## config.mk

```make
export PLATFORM = sky130hd
export DESIGN_NAME = display_scan_ctrl
export DESIGN_NICKNAME = d
export VERILOG_FILES = /design/src/rtl/display_scan_ctrl.sv
export SDC_FILE = /design/constraint.sdc
export NUM_CORES = 1
export LEC_CHECK = 0
export ABC_CLOCK_PERIOD_IN_PS = 4500
export CELL_PAD_IN_SITES_DETAIL_PLACEMENT = 0
export CELL_PAD_IN_SITES_GLOBAL_PLACEMENT = 1
export CORE_UTILIZATION = 48
export DETAILED_ROUTE_END_ITERATION = 8
export PLACE_DENSITY_LB_ADDON = 0.1
export SYNTH_ARGS = -nofsm -noshare
export SYNTH_HDL_FRONTEND = slang
export SYNTH_SLANG_ARGS = --single-unit
```

## constraint.sdc

```tcl
create_clock -name i_clk -period 4.5 [get_ports i_clk]
set_input_delay 0.9 -clock i_clk [delete_from_list [all_inputs] [get_ports i_clk]]
set_output_delay 0.9 -clock i_clk [all_outputs]
set_load 0.01 [all_outputs]
```

## src/rtl/display_scan_ctrl.sv

```systemverilog
// Time-multiplexed scan controller for NUM_DIGITS common-anode seven-segment
// digits sharing one active-low 4-bit decoder. A shadow frame is loaded via a
// ready/load handshake and copied into the active frame only at the frame
// boundary, so a digit never shows a mix of old and new frames.
module display_scan_ctrl #(
  parameter int         NUM_DIGITS  = 4,
  parameter int         REFRESH_DIV = 50000,
  parameter int         GAP_CYCLES  = 2,
  parameter logic [3:0] BLANK_CODE  = 4'hF
) (
  input  logic                    i_clk,
  input  logic                    i_rst_n,
  input  logic                    i_load,
  input  logic [4*NUM_DIGITS-1:0] i_data_in,
  input  logic [NUM_DIGITS-1:0]   i_blank_in,
  input  logic                    i_lzb,
  output logic                    o_ready,
  output logic [3:0]              o_digit_code,
  output logic [NUM_DIGITS-1:0]   o_digit_en_n
);

  localparam int DIV_W = $clog2(REFRESH_DIV);
  localparam int IDX_W = $clog2(NUM_DIGITS);
  localparam logic [DIV_W-1:0] DIV_LAST = DIV_W'(REFRESH_DIV - 1);
  localparam logic [IDX_W-1:0] IDX_LAST = IDX_W'(NUM_DIGITS - 1);
  localparam logic [4*NUM_DIGITS-1:0] BLANK_FRAME = {NUM_DIGITS{BLANK_CODE}};

  logic [DIV_W-1:0]        r_div_cnt;
  logic [IDX_W-1:0]        r_idx;
  logic [4*NUM_DIGITS-1:0] r_act_data;
  logic [NUM_DIGITS-1:0]   r_act_blank;
  logic [4*NUM_DIGITS-1:0] r_sh_data;
  logic [NUM_DIGITS-1:0]   r_sh_blank;
  logic                    r_pending;

  logic                    w_slot_end;
  logic                    w_frame_end;
  logic                    w_accept;
  logic                    w_gap;
  logic [NUM_DIGITS-1:0]   w_lz;
  logic [NUM_DIGITS-1:0]   w_blank;
  logic [NUM_DIGITS-1:0]   w_sel;
  logic [3:0]              w_cur_nib;
  logic                    w_cur_blank;

  assign w_slot_end  = (r_div_cnt == DIV_LAST);
  assign w_frame_end = w_slot_end && (r_idx == IDX_LAST);
  assign w_accept    = i_load && !r_pending;

  // Slot divider and digit index; index steps once per slot and wraps per frame.
  always_ff @(posedge i_clk or negedge i_rst_n) begin
    if (!i_rst_n) begin
      r_div_cnt <= '0;
      r_idx     <= '0;
    end else if (w_slot_end) begin
      r_div_cnt <= '0;
      r_idx     <= (r_idx == IDX_LAST) ? '0 : r_idx + IDX_W'(1);
    end else begin
      r_div_cnt <= r_div_cnt + DIV_W'(1);
    end
  end

  // Shadow capture on handshake, commit to the active frame at the boundary.
  // Commit needs pending=1 and capture needs pending=0, so they never collide.
  always_ff @(posedge i_clk or negedge i_rst_n) begin
    if (!i_rst_n) begin
      r_act_data  <= BLANK_FRAME;
      r_act_blank <= '0;
      r_sh_data   <= BLANK_FRAME;
      r_sh_blank  <= '0;
      r_pending   <= 1'b0;
    end else if (w_frame_end && r_pending) begin
      r_act_data  <= r_sh_data;
      r_act_blank <= r_sh_blank;
      r_pending   <= 1'b0;
    end else if (w_accept) begin
      r_sh_data   <= i_data_in;
      r_sh_blank  <= i_blank_in;
      r_pending   <= 1'b1;
    end
  end

  // Leading-zero detect: scan from the top digit down while nibbles stay zero.
  always_comb begin : lz_scan
    logic zero_run;
    zero_run = 1'b1;
    w_lz     = '0;
    for (int k = NUM_DIGITS - 1; k >= 0; k--) begin
      zero_run = zero_run & (r_act_data[4*k +: 4] == 4'h0);
      if (k != 0) w_lz[k] = i_lzb & zero_run;
    end
  end

  assign w_blank = r_act_blank | w_lz;

  // Select the nibble, blank flag and one-hot enable of the current digit.
  always_comb begin
    w_cur_nib   = '0;
    w_cur_blank = 1'b0;
    w_sel       = '0;
    for (int k = 0; k < NUM_DIGITS; k++) begin
      if (r_idx == IDX_W'(k)) begin
        w_cur_nib   = r_act_data[4*k +: 4];
        w_cur_blank = w_blank[k];
        w_sel[k]    = 1'b1;
      end
    end
  end

  generate
    if (GAP_CYCLES == 0) begin : g_no_gap
      assign w_gap = 1'b0;
    end else begin : g_gap
      assign w_gap = (r_div_cnt < DIV_W'(GAP_CYCLES));
    end
  endgenerate

  assign o_ready      = ~r_pending;
  assign o_digit_code = (w_gap || w_cur_blank) ? BLANK_CODE : w_cur_nib;
  assign o_digit_en_n = w_gap ? '1 : ~w_sel;

endmodule

```

==> metrics.cfg <==
[outcome]
status=complete, no violations

[clocking]
cts_setup_buffers=0
postCtsHoldBufs=0
cts_buffers=9
clock_path_buffers=2
cts_resized=0
clock-root-buffer=clkbuf_8
cts_tree=yes
cts_max_level=3
clock_latency_ps=340
clkTransAtPathRegs_ps=60
cts.sinks=59

[timing]
fmax_mhz=280
fin_skew_ps=8.08
finalCritPeriodShare_pct=79.3
setup_violations=0
max_slew_margin_pct=31.0
fin_ws_ps=933
final.min_clock_period_ps=3570
setup_tns_ps=0
tightest_slew_ps=1030
finalHoldViolations=0
rsz0062_at_grt=no
drv_slew=0

[route]
vias=1783
avgRoutedWirePerCell_um=15.6
drt-initial-drc-count=68
final_antenna_net_count=0
route.detailed.drc=0
first_pass_iters=4
drt-total-wl_um=5260
via_per_inst=5.28

[worst_setup_path]
cp.required_ps=3600
crit_path_end_kind=output pin
start_kind=input pin
cp_max_fo=4
reg2reg_setup_slack_ps=2370
crit_type=input pin to output pin
worstPathArrival_ps=2670
rr_endpoint=r_act_blank[3]
reg2reg_depth=5
cp-startpoint=i_lzb
rr_startpoint=r_div_cnt[1]
worstSetupEndpoint=o_digit_code[0]

[layout]
final_nets=290
num-fill-cells=470
drive_gt1_share_pct=35.3
fin_cells=338
n_antenna_cell=0
areaGrowthSynthToFinish_pct=21.4

[synth]
synth-edff-count=0
synthArstFlopShare_pct=100
avgSynthCellArea_um2=12.5
synth_fp_nets=254
yosysWarnings=0
synthCells=225
yosysTopAreaCell=dfstp_2
seq_area_frac_synth_pct=53.9
ys_types=34
synth_commonest_cells=dfstp_2 (32), dfrtp_1 (27), mux2_2 (21), mux2_4 (19), nand2_1 (14)
syn-cell-area_um2=2810
synth_top_area_share_pct=29.9
synth_flop_cell=dfstp_2
ys_ff_latch=59
post-synth-top-count-cell=dfstp_2
synth.area.top_cells=dfstp_2 (30%), dfrtp_1 (24%), mux2_4 (10%), mux2_2 (8.4%), xnor2_1 (2.5%)

[global_route]
grt_max_degree=35
grt_usage_pct=19.7
grt_pass1_wl_um=9030
antenna_found_initial=0
grt-ovfl-total=0
grt_pass1_vias=1781

[place]
io_buffers=32
hpwl_um=3570
pre_cts_ws_ps=944
post-place-cells=322
place.gp.congestion=0.773

[power]
design_power_total_mw=1.23
p_per_area_nw_per_um2=360
power_leakage_nw=1.40
ir_drop_v=0.000287

[floorplan]
start_util_pct=50.5
die_area_um2=6170
dieWidth_um=78.6
core_um2=5570
io_pins=33
std_cell_rows=27
chipHeight_um=78.6

[hold_path]
hp-class=flop to flop

[run]
drv_cap=0

[logic make-up (layout without fill, tap and decap cells)]
family | after synthesis | count (layout) | share of synthesized area, %
and+or+nand+nor | 63 | 63 | 12.3
DFF | 59 | 59 | 53.9
muxes | 40 | 40 | 18.5
AOI/OAI and AO/OA | 28 | 28 | 5.74
buffers and inverters | 18 | 59 | 3.56
xor gates and xnor gates | 12 | 12 | 3.73
adders and majority gates | 5 | 5 | 2.22
[per-stage QoR]
stage          hold WS (ps)  instance area (µm²)  utilization, %
4_1_cts                 487                 3420            61.3
3_3_place_gp            478                 3170            56.8
2_1_floorplan           455                 2810               -
5_1_grt                 528                 3420            61.3
6_report                489                 3420            61.3
3_5_place_dp            481                 3170            56.8
[state kept, by name, summed over array words and instances (netlist names)]
register	count
r_act_blank	4
r_act_data	16
r_div_cnt	16
r_idx	2
r_pending	1
r_sh_blank	4
r_sh_data	16
[final cells by class]
class,count,area [µm²],area share [%]
Sequential cell,59,1520,44.4
Multi-Input combinational cell,148,1200,35.1
Timing Repair Buffer,33,323,9.45
Clock buffer,10,138,4.03
Clock inverter,6,113,3.30
Tap cell,72,90.1,2.64
Inverter,10,37.5,1.10
[how the worst min path moves through the flow]
stage | cells past startpoint | end | from
floorplan | 1 | r_div_cnt[0] | r_div_cnt[0]
global placement | 1 | r_div_cnt[0] | r_div_cnt[0]
detailed placement | 1 | r_div_cnt[0] | r_div_cnt[0]
CTS | 1 | r_div_cnt[0] | r_div_cnt[0]
global route | 1 | r_act_blank[1] | r_sh_blank[1]
finish | 1 | r_div_cnt[0] | r_div_cnt[0]
[cells in the final DEF (no fill, tap or decap), drive strengths merged, types with 2 or more instances in the layout]
| master | instances |
|---|---|
| a21oi | 11 |
| a22oi | 4 |
| and4 | 3 |
| buf | 2 |
| bufinv | 3 |
| clkbuf | 10 |
| clkdlybuf4s50 | 31 |
| clkinv | 3 |
| dfrtp | 27 |
| dfstp | 32 |
| ha | 5 |
| inv | 10 |
| mux2 | 40 |
| nand2 | 14 |
| nand3 | 8 |
| nand4 | 6 |
| nor2 | 13 |
| nor2b | 2 |
| nor3 | 3 |
| nor4 | 6 |
| o21ai | 9 |
| or3 | 3 |
| or4 | 2 |
| xnor2 | 8 |
| xor2 | 4 |
[metal layers]
layer | vias up | GRT usage (%) | share of wire (%)
li1 | 872 | - | -
met1 | 872 | 27.4 | 50
met2 | 31 | 28.0 | 44
met3 | 8 | 7.33 | 4.4
met4 | 0 | 6.67 | 1.0
met5 | - | 0 | 0
[critical path, stage by stage]
cell and delay [ps]:
clkdlybuf4s50_1 460, nand2b_1 70, a2111oi_0 430, o21ai_1 170, nand3_1 110, clkdlybuf4s50_1 540
[power by group]
| group | total [mW] | switching (mW) | leakage (nW) | internal [mW] |
|---|---|---|---|---|
| clock | 0.601 | 0.218 | 0.126 | 0.384 |
| sequential | 0.576 | 0.0113 | 0.684 | 0.564 |
| combinational | 0.0518 | 0.0182 | 0.591 | 0.0336 |
| total | 1.23 | 0.247 | 1.40 | 0.982 |
No activity file was read; power rests on OpenSTA's default activity.
